<file path="src/rtl/tnn_popcount_accumulator_pkg.sv">
// Shared constants and types for the ternary neuron accumulation stages.
package tnn_pkg;

    localparam logic [1:0] TERN_POS  = 2'b01;
    localparam logic [1:0] TERN_NEG  = 2'b11;
    localparam logic [1:0] TERN_ZERO = 2'b00;

    typedef enum logic [1:0] {
        IDLE,
        ACCUM,
        HOLD
    } acc_state_t;

endpackage

</file>
<file path="src/rtl/tnn_popcount_accumulator_if.sv">
// Chunk-in / result-out handshake bundle of the popcount accumulator.
interface tnn_popcount_accumulator_if #(
    parameter int CNT_W = 4,
    parameter int ACC_W = 8
);
    logic             in_valid;
    logic             in_ready;
    logic [CNT_W-1:0] in_popcnt;
    logic [ACC_W-1:0] thr_lo;
    logic [ACC_W-1:0] thr_hi;
    logic             out_valid;
    logic             out_ready;
    logic [1:0]       out_tern;
    logic [ACC_W-1:0] out_sum;

    modport master (
        output in_valid, in_popcnt, thr_lo, thr_hi, out_ready,
        input  in_ready, out_valid, out_tern, out_sum
    );

    modport slave (
        input  in_valid, in_popcnt, thr_lo, thr_hi, out_ready,
        output in_ready, out_valid, out_tern, out_sum
    );
endinterface

</file>
<file path="src/rtl/tnn_popcount_accumulator_threshold.sv">
// Two-threshold ternary activation; the upper threshold wins when the two overlap.
module tnn_ternary_threshold
    import tnn_pkg::*;
#(
    parameter int ACC_W = 8
) (
    input  logic [ACC_W-1:0] sum,
    input  logic [ACC_W-1:0] thr_lo,
    input  logic [ACC_W-1:0] thr_hi,
    output logic [1:0]       tern
);

    // Priority compare: +1 first, then -1, otherwise 0.
    always_comb begin
        tern = TERN_ZERO;
        if (sum >= thr_hi) begin
            tern = TERN_POS;
        end else if (sum < thr_lo) begin
            tern = TERN_NEG;
        end
    end

endmodule

</file>
<file path="src/rtl/tnn_popcount_accumulator.sv">
// Accumulates NUM_CHUNKS popcounts into a saturating neuron sum and emits
// the ternary activation over a valid/ready output.
//
//  state | meaning
//  IDLE  | waiting for the first chunk of a frame
//  ACCUM | 1..NUM_CHUNKS-1 chunks taken
//  HOLD  | result presented, waiting for out_ready
module tnn_popcount_accumulator
    import tnn_pkg::*;
#(
    parameter int CNT_W      = 4,
    parameter int NUM_CHUNKS = 8,
    parameter int ACC_W      = 8
) (
    input  logic                        clk,
    input  logic                        rst_n,
    input  logic                        sync_clr,
    tnn_popcount_accumulator_if.slave   bus
);

    localparam int              CC_W    = $clog2(NUM_CHUNKS + 1);
    localparam logic [ACC_W:0]  SAT_MAX = {1'b0, {ACC_W{1'b1}}};

    acc_state_t       state;
    logic [ACC_W-1:0] acc;
    logic [ACC_W-1:0] thr_lo_q;
    logic [ACC_W-1:0] thr_hi_q;
    logic [CC_W-1:0]  chunk_cnt;
    logic             in_ready_q;
    logic             out_valid_q;
    logic [1:0]       out_tern_q;
    logic [ACC_W-1:0] out_sum_q;

    logic             accept;
    logic             last_chunk;
    logic [ACC_W-1:0] base;
    logic [ACC_W:0]   sum_wide;
    logic [ACC_W-1:0] sum_sat;
    logic [ACC_W-1:0] thr_lo_eff;
    logic [ACC_W-1:0] thr_hi_eff;
    logic [1:0]       tern_next;

    // The first chunk of a frame starts from zero and uses the live thresholds,
    // so a one-chunk frame resolves on the same edge the thresholds are latched.
    assign accept     = bus.in_valid & in_ready_q;
    assign base       = (state == IDLE) ? '0 : acc;
    assign sum_wide   = {1'b0, base} + (ACC_W + 1)'(bus.in_popcnt);
    assign sum_sat    = (sum_wide > SAT_MAX) ? '1 : sum_wide[ACC_W-1:0];
    assign thr_lo_eff = (state == IDLE) ? bus.thr_lo : thr_lo_q;
    assign thr_hi_eff = (state == IDLE) ? bus.thr_hi : thr_hi_q;
    assign last_chunk = (state == IDLE) ? (NUM_CHUNKS == 1)
                                        : (chunk_cnt == CC_W'(NUM_CHUNKS - 1));

    tnn_ternary_threshold #(.ACC_W(ACC_W)) u_thr (
        .sum    (sum_sat),
        .thr_lo (thr_lo_eff),
        .thr_hi (thr_hi_eff),
        .tern   (tern_next)
    );

    // Frame FSM with registered handshake and result outputs.
    always_ff @(posedge clk or negedge rst_n) begin
        if (!rst_n) begin
            state       <= IDLE;
            acc         <= '0;
            thr_lo_q    <= '0;
            thr_hi_q    <= '0;
            chunk_cnt   <= '0;
            in_ready_q  <= 1'b0;
            out_valid_q <= 1'b0;
            out_tern_q  <= TERN_ZERO;
            out_sum_q   <= '0;
        end else if (sync_clr) begin
            state       <= IDLE;
            acc         <= '0;
            chunk_cnt   <= '0;
            in_ready_q  <= 1'b1;
            out_valid_q <= 1'b0;
        end else begin
            case (state)
                IDLE, ACCUM: begin
                    in_ready_q <= 1'b1;
                    if (accept) begin
                        acc <= sum_sat;
                        if (state == IDLE) begin
                            thr_lo_q  <= bus.thr_lo;
                            thr_hi_q  <= bus.thr_hi;
                            chunk_cnt <= CC_W'(1);
                        end else begin
                            chunk_cnt <= chunk_cnt + CC_W'(1);
                        end
                        if (last_chunk) begin
                            out_sum_q   <= sum_sat;
                            out_tern_q  <= tern_next;
                            out_valid_q <= 1'b1;
                            in_ready_q  <= 1'b0;
                            state       <= HOLD;
                        end else begin
                            state <= ACCUM;
                        end
                    end
                end
                HOLD: begin
                    if (bus.out_ready) begin
                        out_valid_q <= 1'b0;
                        acc         <= '0;
                        chunk_cnt   <= '0;
                        in_ready_q  <= 1'b1;
                        state       <= IDLE;
                    end
                end
                default: state <= IDLE;
            endcase
        end
    end

    assign bus.in_ready  = in_ready_q;
    assign bus.out_valid = out_valid_q;
    assign bus.out_tern  = out_tern_q;
    assign bus.out_sum   = out_sum_q;

endmodule

</file>
<file path="src/flat_wrapper.sv">
// flat-port wrapper written by rule: the top's interface ports become plain ports
module tnn_popcount_accumulator_flat import tnn_pkg::*;
#(
    parameter int CNT_W      = 4,
    parameter int NUM_CHUNKS = 8,
    parameter int ACC_W      = 8
)
  (clk, rst_n, sync_clr, bus_in_valid, bus_in_popcnt, bus_thr_lo, bus_thr_hi, bus_out_ready, bus_in_ready, bus_out_valid, bus_out_tern, bus_out_sum);
  tnn_popcount_accumulator_if #(.CNT_W(CNT_W), .ACC_W(ACC_W)) bus_i ();
  input  logic clk;
  input  logic rst_n;
  input  logic sync_clr;
  input wire logic [$bits(bus_i.in_valid)-1:0] bus_in_valid;
  input wire logic [$bits(bus_i.in_popcnt)-1:0] bus_in_popcnt;
  input wire logic [$bits(bus_i.thr_lo)-1:0] bus_thr_lo;
  input wire logic [$bits(bus_i.thr_hi)-1:0] bus_thr_hi;
  input wire logic [$bits(bus_i.out_ready)-1:0] bus_out_ready;
  output wire logic [$bits(bus_i.in_ready)-1:0] bus_in_ready;
  output wire logic [$bits(bus_i.out_valid)-1:0] bus_out_valid;
  output wire logic [$bits(bus_i.out_tern)-1:0] bus_out_tern;
  output wire logic [$bits(bus_i.out_sum)-1:0] bus_out_sum;
  assign bus_i.in_valid = bus_in_valid;
  assign bus_i.in_popcnt = bus_in_popcnt;
  assign bus_i.thr_lo = bus_thr_lo;
  assign bus_i.thr_hi = bus_thr_hi;
  assign bus_i.out_ready = bus_out_ready;
  assign bus_in_ready = bus_i.in_ready;
  assign bus_out_valid = bus_i.out_valid;
  assign bus_out_tern = bus_i.out_tern;
  assign bus_out_sum = bus_i.out_sum;
  tnn_popcount_accumulator #(.CNT_W(CNT_W), .NUM_CHUNKS(NUM_CHUNKS), .ACC_W(ACC_W)) u_core (.clk(clk), .rst_n(rst_n), .sync_clr(sync_clr), .bus(bus_i));
endmodule
</file>
<file path="config.mk">
export PLATFORM = sky130hd
export DESIGN_NAME = tnn_popcount_accumulator_flat
export DESIGN_NICKNAME = d
export VERILOG_FILES = /design/src/rtl/tnn_popcount_accumulator_pkg.sv /design/src/rtl/tnn_popcount_accumulator_if.sv /design/src/rtl/tnn_popcount_accumulator_threshold.sv /design/src/rtl/tnn_popcount_accumulator.sv /design/src/flat_wrapper.sv
export SDC_FILE = /design/constraint.sdc
export NUM_CORES = 1
export LEC_CHECK = 0
export BUFFER_PORTS_ARGS = -buffer_cell sky130_fd_sc_hd__buf_2
export CORE_ASPECT_RATIO = 0.7
export CORE_MARGIN = 2
export CORE_UTILIZATION = 45
export CTS_CLUSTER_DIAMETER = 80
export DETAILED_ROUTE_END_ITERATION = 12
export PLACE_DENSITY = 0.65
export SLEW_MARGIN = 25
export SYNTH_ARGS = -nofsm -noshare
export SYNTH_HDL_FRONTEND = slang
export SYNTH_SLANG_ARGS = --single-unit
</file>
<file path="constraint.sdc">
create_clock -name clk -period 4.1 [get_ports clk]
set_input_delay 0.205 -clock clk [delete_from_list [all_inputs] [get_ports clk]]
set_output_delay 0.205 -clock clk [all_outputs]
set_load 0.01 [all_outputs]
</file>
### Word level (Yosys, flattened, before mapping)

Index checks and enable logic that the tools add are counted.

* register bits: 42
* logic and storage cells: 62
* output and inout port bits: 12
* input port bits: 25

* $add $sub $neg: 2
* equality and inequality tests: 6
* multiplexer cells: 31
* order comparisons: 3
* reductions and logical operators: 9
* bitwise gates (word level): 2

Operator list (count)
* $mux W8: 7
* $mux W4: 4
* $pmux W8 S2: 1
* $mux W2: 6
* $add A8 B4 Y9: 1
* $gt A9 B8 Y1 const B: 1
* $mux W1: 9
* $ge A8 B8 Y1: 1
* $lt A8 B8 Y1: 1
* $pmux W4 S2: 1
* $reduce_and A4 Y1: 2
* $ne A3 B2 Y1 const B: 2
* $reduce_and A3 Y1: 2
* $add A4 B1 Y4 const B: 1
* $eq A4 B3 Y1 const B: 1
* $pmux W1 S2: 2
* $pmux W2 S2: 1
* $reduce_and A2 Y1: 2
* $ne A3 B3 Y1 const B: 1
* $reduce_bool A3 Y1: 1
* $eq A2 B1 Y1 const B: 1
* $eq A2 B2 Y1 const B: 1
* $logic_not A2 Y1: 1
* $reduce_or A2 Y1: 1
* 2 further kinds: 2

### Logic depth before layout (Yosys ltp)

Gate-level depths: netlist of run 1.

* word-level depth: 8
* mapped depth: 16
* mapped depth without buffers: 15

### By module

A second synthesis of run 1 with hierarchy kept.

* cell total of the unflattened synthesis: 260
* area, all modules: 2847.7 µm²

Modules (own cells, without submodules)
* tnn_popcount_accumulator: times used 1, area each 2468.6 µm², cells each 207, seq. area each 1051.0 µm²
* tnn_ternary_threshold: times used 1, area each 379.1 µm², cells each 53, seq. area each 0.0 µm²

### Least setup slack after synthesis of run 1

No wires, ideal clock.

* path type: flip-flop to flip-flop
* start point: register u_core.state[1]
* end point: register u_core.out_tern_q[1] (netlist: u_core.bus.out_tern[1])
* path buffers: 1
* period minus slack after synthesis: 3.221 ns
* required time: 4.024 ns
* cell stages (with the launch flop): 16
* slack: 0.879 ns
* data arrival time: 3.144 ns
* library setup time: 0.076 ns
* path through: dfrtp_1 -> or2_2 -> buf_4 -> and2_1 -> ha_1 -> fa_1 -> nand3_2 -> and2_1 -> nor3_1 -> nor3_1 -> ha_1 -> a21oi_1 -> nand2_1 -> a211oi_1 -> o31ai_1 -> o21ai_1

* cells in the longest elaborated chain, start to end: 8
* elaborated cells between the ends (all ways): 15
* those cells by class: 1 x add/sub; 3 x order compare; 1 x eq/ne; 7 x mux; 3 x reduce/logical

Ends and longest elaborated chain
* from (decl): RTL line tnn_popcount_accumulator.sv:24 `acc_state_t state;`
* from (signal assigned): RTL line tnn_popcount_accumulator.sv:64 `state <= IDLE;`
* from (signal assigned): RTL line tnn_popcount_accumulator.sv:74 `state <= IDLE;`
* from (signal assigned): RTL line tnn_popcount_accumulator.sv:97 `state <= HOLD;`
* $logic_not A2 Y1 (*): RTL line tnn_popcount_accumulator.sv:46 `assign base = (state == IDLE) ? '0 : acc;`
* $mux W8 (*): RTL line tnn_popcount_accumulator.sv:46
* $add A8 B4 Y9 (*): RTL line tnn_popcount_accumulator.sv:47 `assign sum_wide = {1'b0, base} + (ACC_W + 1)'(bus.in_popcnt);`
* $gt A9 B8 Y1: RTL line tnn_popcount_accumulator.sv:48 `assign sum_sat = (sum_wide > SAT_MAX) ? '1 : sum_wide[ACC_W-1:0];`
* $mux W8 (*): RTL line tnn_popcount_accumulator.sv:48
* named net u_core.sum_sat[6]: RTL line tnn_popcount_accumulator.sv:38 `logic [ACC_W-1:0] sum_sat;`
* $lt A8 B8 Y1: RTL line tnn_popcount_accumulator_threshold.sv:18 `end else if (sum < thr_lo) begin`
* $mux W2: RTL line tnn_popcount_accumulator_threshold.sv:18
* $mux W2 (*): RTL line tnn_popcount_accumulator_threshold.sv:16 `if (sum >= thr_hi) begin`
* to (signal assigned): RTL line tnn_popcount_accumulator.sv:94 `out_tern_q <= tern_next;`
* to (decl): RTL line tnn_popcount_accumulator.sv:31 `logic [1:0] out_tern_q;`

The timed path passes the listed nets; every way through them passes the cells marked *.
A chain may end at the register's enable or synchronous reset.

### Worst setup path in the final report of run 1

Same ends and word-level chain as after synthesis.

==> run summary, run 1 <==
Fraction of layout cells with a size suffix above 1 = 22.8%
Period utilisation layout = 91.9%
Crit Path Max Fanout = 11
Cell area power density = 359 mW/mm^2
Unrepaired setup endpoints after global routing = false
Starting Density = 47.3%
Largest net degree at the start of global routing = 43
Net Count, Synth = 292
Syn. warnings = 0
CTS sink cnt = 42
Seq/Total Area, Yosys = 41.6%
Die ar. = 0.00624 mm^2
Routed vias/inst = 5.48
Antenna diode count = 0
Area delta synth->final = 14.3%
TritonCTS clock tree = yes
DR iter-0 viols = 100
Worst VDD drop = 0.186 mV
Detailed Place HPWL = 4010 um
Routed WL = 5550 um
CP startpoint kind = flip-flop
Fin cells = 353
Least-Margin Pin Slew = 0.842 ns
Worst rel slew slack = 43.8%
Critical Path AT = 4.00 ns
Hold Fails Final Rpt = 0
Per-cell routed wire length = 15.7 um
DR vias = 1933
Clock root buffer = clkbuf_8
Distinct cells, synth = 44
Post-Place Worst Slack = 0.249 ns
Crit path kind = reg2reg
Async set or reset register ratio after synthesis = 100%
Grt ovf = 0
Port bufs = 36
Worst hold slack = 0.150 ns
Initial antenna violation count = 0
Static leakage = 1.41 nW
Tot GR Track Use = 19.8%
Required @ worst endpoint = 4.33 ns
Syn_area_per_cell = 10.3 um^2
Fmax = 0.265 GHz
Area of the core = 0.00534 mm^2
Min-Delay Path Class = in2reg
Period minus WS final = 3.77 ns
CTS max path bufs = 2
Number of synthesized flops with an enable pin = 0
Top-count cell post-synth = dfrtp_1
DRT Pass-1 Iters = 4
Final net count = 326
Design Power = 1.04 mW
Mapped Area = 0.00253 mm^2
Run status = complete, no violations
CTS buffer count = 5
Worst Setup End Kind = flip-flop
Number of global-route vias before repair = 1843
DRC = 0
Global placement routability congestion = 0.854
Final Setup Violations = 0
Flops & latches, synth = 42
Pins Over Slew Limit = 0
Fin Clk Skew = 0.00262 ns
Clock input transition at the sequential cells of the worst setup and hold paths = 0.08 ns
Synth top area share = 41.6%
Placed cells = 344
Ys flop type = dfrtp_1
H-tree depth = 2
Post-synth top area cell = dfrtp_1
Commonest cells post-synth = dfrtp_1 (42), nor2_1 (25), a21oi_1 (20), ha_1 (20), nand2_1 (19)
Syn Inst Count = 246
Top area cells in the synthesized netlist = dfrtp_1 (42%), ha_1 (9.9%), mux2i_1 (6.7%), a21oi_1 (4.0%), nor2_1 (3.7%)
Max Cap Viol = 0
First-pass GRT wire length = 9430 um
Setup slack after layout = 0.332 ns
Die H = 66.7 um
Die X-Extent = 93.6 um
Antenna-violating nets left = 0
Top Ports = 37
Setup TNS = 0 ns
Clk_lat worst skew = 0.30 ns
Site Rows = 22
[logic make-up (layout without fill, tap and decap cells)]
logic type	Yosys count	after routing	share of synthesized area, %
and+or+nand+nor	74	74	14.9
AOI/OAI and AO/OA	67	67	18.4
adders and majority gates	21	21	10.7
DFF	42	42	41.6
muxes	24	24	9.86
xor gates and xnor gates	2	2	0.694
buffers and inverters	16	51	3.91
[worst max-delay path: stages (launching register included)]
cell	delay (ns)
dfrtp_1	0.52
or2_2	0.45
and2_1	0.19
ha_1	0.22
fa_1	0.44
nand3_2	0.14
and2_1	0.20
a311oi_1	0.07
a21oi_1	0.43
ha_1	0.33
nand4_1	0.10
a21oi_1	0.07
a211oi_1	0.25
o31ai_1	0.14
o21ai_1	0.14
[final timing paths]
check	cells after the start	from	slack (ns)	to
hold / removal	2	bus_thr_lo[0]	0.15	u_core.thr_lo_q[0]
max in group asynchronous	2	rst_n	3.30	u_core.chunk_cnt[1]
hold reg to reg	2	u_core.thr_hi_q[0]	0.48	u_core.thr_hi_q[0]
setup / recovery	14	u_core.state[1]	0.33	u_core.bus.out_tern[1]
min in group asynchronous	2	rst_n	0.43	u_core.thr_hi_q[6]
setup reg to reg	14	u_core.state[1]	0.33	u_core.bus.out_tern[1]
[cell type report]
| class | count | area (um^2) |
|---|---|---|
| inverters | 5 | 18.8 |
| repair buffers | 38 | 200 |
| clock inverters | 2 | 60.1 |
| clock buffers | 6 | 82.6 |
| multi-input cells | 188 | 1380 |
| flip-flops and latches | 42 | 1050 |
| well taps | 72 | 90.1 |
| fillers | 499 | 2450 |
[per-stage QoR]
step / util, % / instance area (um^2)
after floorplan: - / 2530
after global placement: 51.1 / 2730
after detailed placement: 51.1 / 2730
after CTS: 53.7 / 2870
after global routing: 54.1 / 2890
final: 54.1 / 2890
[timing repair]
item	in CTS	in global routing
buffers inserted	0	0
endpoints found under the hold margin	0	42
gates resized for setup	0	1
hold buffers	0	1
endpoints found under the setup margin	0	2
[report_power, final]
part | leakage (nW) | internal (mW) | switching (mW)
clock network | 0.0714 | 0.260 | 0.150
registers | 0.529 | 0.445 | 0.0180
logic | 0.813 | 0.0678 | 0.0960
total | 1.41 | 0.772 | 0.264
[cell usage in the layout, fill, tap and decap left out, types with 5 or more instances in the layout]
cell	Yosys	layout
a21oi_1	20	20
mux2i_1	17	17
and2_1	6	6
nor2_1	25	24
dfrtp_1	42	42
buf_2	4	35
a31oi_1	5	5
o21ai_0	11	11
clkbuf_8	0	6
inv_1	5	5
ha_1	20	20
a22o_1	6	6
mux2_2	7	7
nand2_1	19	19
a211oi_1	5	5
[state kept, by name, summed over array words and instances, names as in the netlist]
signal,count
u_core.thr_hi_q,8
u_core.bus.out_sum,8
u_core.bus.out_tern,2
u_core.bus.out_valid,1
u_core.chunk_cnt,4
u_core.thr_lo_q,8
u_core.bus.in_ready,1
u_core.state,2
u_core.acc,8
[metal layers]
metal | wire length, um | global-route usage (%)
met4 | 46 | 5.43
met1 | 2950 | 29.2
met2 | 2220 | 28.5
met3 | 341 | 5.20
met5 | 0 | 0
No activity file was read; power rests on OpenSTA's default activity.
==> inputs of run 2 (changes only) <==
--- a/config.mk
+++ b/config.mk
@@ -9,6 +9,7 @@
 export CORE_ASPECT_RATIO = 0.7
 export CORE_MARGIN = 2
 export CORE_UTILIZATION = 45
+export CTS_BUF_LIST = sky130_fd_sc_hd__clkbuf_4
 export CTS_CLUSTER_DIAMETER = 80
 export DETAILED_ROUTE_END_ITERATION = 12
 export PLACE_DENSITY = 0.65
==> run summary, run 2 (same netlist as run 1, synthesis figures left out) <==
Pins Over Slew Limit = 0 (unchanged)
Most frequent cells in the layout = dfrtp_1 (42), buf_2 (35), nor2_1 (24)
DR vias = 1939 (+0.31%)
DR iter-0 viols = 110 (+10%)
Largest net degree at the start of global routing = 43 (unchanged)
Setup TNS = 0 ns (unchanged)
Final net count = 326 (unchanged)
Area delta synth->final = 12.6%
Clock root buffer = clkbuf_4
Clk_lat worst skew = 0.36 ns (+0.06 ns)
Die H = 66.7 um (unchanged)
Worst VDD drop = 0.185 mV (-0.62%)
Fmax = 0.264 GHz (-0.47%)
Post-CTS repair timing setup buffer count = 0 (unchanged)
Die X-Extent = 93.6 um (unchanged)
Fin Clk Skew = 0.0116 ns (+0.00902 ns)
Run status = complete, no violations
Routed vias/inst = 5.49 (+0.31%)
Routed WL = 5570 um (+0.32%)
Grt ovf = 0 (unchanged)
RR Startpoint = u_core.state[1]
Period utilisation layout = 92.3% (+0.44 points)
Crit path kind = reg2reg
Port bufs = 36 (unchanged)
Starting Density = 47.3% (unchanged)
Global placement routability congestion = 0.854 (unchanged)
Worst hold path startpoint = bus_thr_lo[0]
Die ar. = 0.00624 mm^2 (unchanged)
Final Setup Violations = 0 (unchanged)
TritonCTS clock tree = yes
Worst Setup End Kind = flip-flop
Static leakage = 1.40 nW (-1.3%)
Antenna-violating nets left = 0 (unchanged)
Area of the core = 0.00534 mm^2 (unchanged)
Required @ worst endpoint = 4.40 ns (+0.07 ns)
Unrepaired setup endpoints after global routing = false
Fraction of layout cells with a size suffix above 1 = 22.4% (-0.36 points)
CTS buffer count = 5 (unchanged)
Top Ports = 37 (unchanged)
Clock input transition at the sequential cells of the worst setup and hold paths = 0.13 ns (+0.05 ns)
Critical Path AT = 4.09 ns (+0.09 ns)
Period minus WS final = 3.79 ns (+0.0179 ns)
CTS sink cnt = 42 (unchanged)
Max Cap Viol = 0 (unchanged)
CP startpoint kind = flip-flop
DRC = 0 (unchanged)
Worst rel slew slack = 43.8% (about the same)
H-tree depth = 2 (unchanged)
Number of global-route vias before repair = 1837 (-0.33%)
Min-Delay Path Class = in2reg
Crit Path Max Fanout = 11 (unchanged)
Detailed Place HPWL = 4010 um (unchanged)
Least-Margin Pin Slew = 0.843 ns (+0.000371 ns)
Initial antenna violation count = 0 (unchanged)
CP Launch Point = u_core.state[1]
Site Rows = 22 (unchanged)
Placed inst area = 0.00273 mm^2 (unchanged)
First-pass GRT wire length = 9390 um (-0.37%)
Final Cell Area = 0.00285 mm^2 (-1.4%)
Antenna diode count = 0 (unchanged)
Tot GR Track Use = 19.6% (-0.15 points)
Cell area power density = 337 mW/mm^2 (-6.1%)
Most common cell after layout, fill and taps aside = dfrtp_1
Hold Fails Final Rpt = 0 (unchanged)
CTS max path bufs = 2 (unchanged)
DRT Pass-1 Iters = 4 (unchanged)
Per-cell routed wire length = 15.8 um (+0.32%)
[run 2: cell count changes in the layout (fill, tap and decap cells not counted), sizes merged]
cell | previous run | this run
clkbuf | 6 | 5
clkinv | 0 | 1
[run 2: repair_timing]
action	in CTS	in global routing
setup endpoints to repair	0	2
hold buffers	0	1
hold endpoints to repair	0	42
resized for setup	0	1
[run 2: final cells by class]
| cell class | count | area (um^2) |
|---|---|---|
| Clock buffer | 5 | 37.5 |
| Clock inverter | 3 | 63.8 |
| Fill cell | 503 | 2490 |
| Inverter | 5 | 18.8 |
| Multi-Input combinational cell | 188 | 1380 |
| Sequential cell | 42 | 1050 |
| Tap cell | 72 | 90.1 |
| Timing Repair Buffer | 38 | 200 |
[run 2: final timing paths]
path	end	slack [ns]	cells after the start
min in group asynchronous	u_core.acc[6]	0.36	2
worst max register to register	u_core.bus.out_tern[1]	0.31	14
worst max-delay path	u_core.bus.out_tern[1]	0.31	14
worst min register to register	u_core.thr_hi_q[0]	0.50	2
worst min-delay path	u_core.thr_lo_q[0]	0.08	2
max in group asynchronous	u_core.thr_hi_q[7]	3.37	2
[run 2: worst max-delay path: stages (launching register included)]
cell      delay (ns)
dfrtp_1         0.54
or2_2           0.46
and2_1          0.19
ha_1            0.22
fa_1            0.44
nand3_2         0.14
and2_1          0.20
a311oi_1        0.07
a21oi_1         0.43
ha_1            0.33
nand4_1         0.11
a21oi_1         0.07
a211oi_1        0.25
o31ai_1         0.14
o21ai_1         0.14
[run 2: stage by stage]
stage	cells	setup WS, ns	hold slack (ns)	util [%]	power [mW]
finish	353	0.314	0.0824	53.3	0.959
global route	353	0.115	0.0827	53.3	1.01
CTS	352	0.179	0.00250	53.0	0.964
detailed placement	344	0.249	0.408	51.1	0.633
global placement	344	0.298	0.418	51.1	0.629
floorplan	246	0.879	-0.0906	-	0.582
[run 2: where the power goes]
part	leakage [nW]	switching, mW	internal [mW]
Clock	0.0528	0.144	0.188
Combinational	0.813	0.0959	0.0677
Sequential	0.529	0.0182	0.445
Total	1.40	0.258	0.700
[run 2: routing by layer]
metal	wire length, um	GRT usage, %	part of all wire (%)	up-vias
met5	0	0	0	-
met4	51	4.89	0.92	0
met3	461	5.43	8.3	7
met2	2270	28.4	41	68
met1	2790	28.9	50	904
li1	-	-	-	960
==> inputs of run 3 (changes only) <==
--- a/config.mk
+++ b/config.mk
@@ -6,14 +6,15 @@
 export NUM_CORES = 1
 export LEC_CHECK = 0
 export BUFFER_PORTS_ARGS = -buffer_cell sky130_fd_sc_hd__buf_2
+export CELL_PAD_IN_SITES_DETAIL_PLACEMENT = 1
+export CELL_PAD_IN_SITES_GLOBAL_PLACEMENT = 1
 export CORE_ASPECT_RATIO = 0.7
 export CORE_MARGIN = 2
 export CORE_UTILIZATION = 45
 export CTS_BUF_LIST = sky130_fd_sc_hd__clkbuf_4
 export CTS_CLUSTER_DIAMETER = 80
 export DETAILED_ROUTE_END_ITERATION = 12
-export PLACE_DENSITY = 0.65
-export SLEW_MARGIN = 25
+export PLACE_DENSITY = 0.8
 export SYNTH_ARGS = -nofsm -noshare
 export SYNTH_HDL_FRONTEND = slang
 export SYNTH_SLANG_ARGS = --single-unit
==> run summary, run 3 (same netlist as run 1, synthesis figures left out) <==
Run status = complete, no violations
TritonCTS clock tree = yes
Fmax = 0.262 GHz (-0.88%)
Clock root buffer = clkbuf_4
Crit path kind = reg2reg
Critical Path AT = 4.12 ns (+0.03 ns)
Period minus WS final = 3.82 ns (+0.0336 ns)
Setup slack after layout = 0.281 ns (-0.0336 ns)
Crit-path leading delay family = compound AO/OA/AOI/OAI gates
Worst VDD drop = 0.225 mV (+22%)
DRT Pass-1 Iters = 4 (unchanged)
Tot GR Track Use = 21.4% (+1.8 points)
Max Cap Viol = 0 (unchanged)
Detailed Place HPWL = 4420 um (+10%)
DR iter-0 viols = 52 (-53%)
Wire length on met1 = 2980 um (+6.7%)
Crit Path Max Fanout = 11 (unchanged)
Static leakage = 1.39 nW (-0.16%)
First-pass GRT wire length = 10200 um (+9.0%)
Routed vias/inst = 5.60 (+2.0%)
CP max stage cell = dfrtp_1
Clk_lat worst skew = 0.36 ns (about the same)
Met3 WL = 234 um (-49%)
Antenna diode count = 0 (unchanged)
Pins Over Slew Limit = 0 (unchanged)
Worst Setup End Kind = flip-flop
Setup TNS = 0 ns (unchanged)
Crit path largest cell delay = 0.53 ns (about the same)
CTS max path bufs = 2 (unchanged)
Fraction of layout cells with a size suffix above 1 = 23.0% (+0.63 points)
Min-Delay Path Class = in2reg
Fin cells = 354 (+0.28%)
Design Power = 910 uW (-5.1%)
Worst rel slew slack = 35.9% (-7.9 points)
Die ar. = 0.00624 mm^2 (unchanged)
Die H = 66.7 um (unchanged)
Largest net degree at the start of global routing = 43 (unchanged)
Initial antenna violation count = 0 (unchanged)
Fill cells = 619 (+23%)
Most common cell after layout, fill and taps aside = dfrtp_1
Worst hold slack = 0.116 ns (+0.0335 ns)
Die X-Extent = 93.6 um (unchanged)
Placed cells = 345 (+0.29%)
Post-Place Worst Slack = 0.274 ns (+0.0246 ns)
Most frequent cells in the layout = dfrtp_1 (42), buf_2 (36), nor2_1 (24)
Site Rows = 22 (unchanged)
DRC = 0 (unchanged)
Highest metal used = met4
Top Ports = 37 (unchanged)
Clock input transition at the sequential cells of the worst setup and hold paths = 0.13 ns (about the same)
Worst-path cell chain = or2_2 > and2_1 > ha_1 > fa_1 > nand3_2 > and2_1 > a311oi_1 > a21oi_1 > ha_1 > nand4_1 > a21oi_1 > a211oi_1 > o31ai_1 > o21ai_1
H-tree depth = 2 (unchanged)
Antenna-violating nets left = 0 (unchanged)
CTS buffer count = 5 (unchanged)
Cell area power density = 321 mW/mm^2 (-4.7%)
Grt ovf = 0 (unchanged)
Number of global-route vias before repair = 2093 (+14%)
Area of the core = 0.00534 mm^2 (unchanged)
Final Setup Violations = 0 (unchanged)
CTS sink cnt = 42 (unchanged)
Worst Path Buf+Inv = 0 (unchanged)
Area delta synth->final = 12.1%
Period utilisation layout = 93.2% (+0.82 points)
Fin Clk Skew = 0.0165 ns (+0.00481 ns)
DR vias = 1984 (+2.3%)
Hold Fails Final Rpt = 0 (unchanged)
Unrepaired setup endpoints after global routing = false
Met2 wire length = 2650 um (+17%)
Global placement routability congestion = 0.813 (-4.8%)
Least-Margin Pin Slew = 0.962 ns (+0.119 ns)
Starting Density = 47.3% (unchanged)
Final net count = 327 (+0.31%)
Post-CTS repair timing setup buffer count = 0 (unchanged)
Per-cell routed wire length = 16.9 um (+7.0%)
Routed WL = 5970 um (+7.3%)
Port bufs = 36 (unchanged)
Required @ worst endpoint = 4.40 ns (about the same)
CP startpoint kind = flip-flop
## run 3: cell count changes in the layout (fill, tap and decap cells not counted)
cell / delta
clkbuf_4: +2
buf_2: +1
bufinv_16: -1
clkinv_1: -1
## run 3: where the power goes
group / internal [mW] / switching (mW) / total (mW)
Combinational: 0.0691 / 0.0981 / 0.167
Sequential: 0.445 / 0.0181 / 0.463
Clock: 0.143 / 0.137 / 0.280
Total: 0.656 / 0.253 / 0.910
## run 3: what timing repair did
| action | 4_1_cts | 5_1_grt |
|---|---|---|
| setup endpoints to repair | 0 | 2 |
| gates resized for setup | 0 | 1 |
| hold buffers | 1 | 0 |
| endpoints found under the hold margin | 12 | 0 |
## run 3: path summary, 6_finish.rpt
| kind | from | to | slack (ns) | depth (start not counted) |
|---|---|---|---|---|
| hold / removal | bus_thr_lo[0] | u_core.thr_lo_q[0] | 0.12 | 2 |
| min in group asynchronous | rst_n | u_core.thr_hi_q[4] | 0.51 | 2 |
| setup / recovery | u_core.state[1] | u_core.bus.out_tern[1] | 0.28 | 14 |
| hold reg to reg | u_core.bus.out_sum[0] | u_core.bus.out_sum[0] | 0.50 | 2 |
| max in group asynchronous | rst_n | u_core.acc[2] | 2.97 | 2 |
| setup reg to reg | u_core.state[1] | u_core.bus.out_tern[1] | 0.28 | 14 |
## run 3: final cells by class
cell class	instances	area (um^2)	share of cell area [%]
clock buffers	7	52.6	1.86
clock inverters	1	30.0	1.06
inverters	5	18.8	0.663
multi-input cells	188	1380	48.9
flip-flops and latches	42	1050	37.1
well taps	72	90.1	3.18
repair buffers	39	205	7.25
## run 3: per-stage QoR
stage	utilization [%]	area [um^2]
global placement	51.2	2730
finish	53.0	2830
floorplan	-	2530
CTS	52.9	2830
global route	53.0	2830
detailed placement	51.2	2730
## run 3: worst reg2reg max path, delay by kind of cell, from the launching register on
kind / cells / cell delay (ns)
AND/OR/NAND/NOR: 5 / 1.13
flip-flops: 1 / 0.53
adder cells (fa/ha/maj): 3 / 0.96
AO/OA/AOI/OAI: 6 / 1.17
## run 3: routing by layer
layer  up-vias  global-route usage, %
met4         0                   6.88
li1        965                      -
met2        34                   35.1
met3        11                   5.09
met5         -                      0
met1       974                   28.3
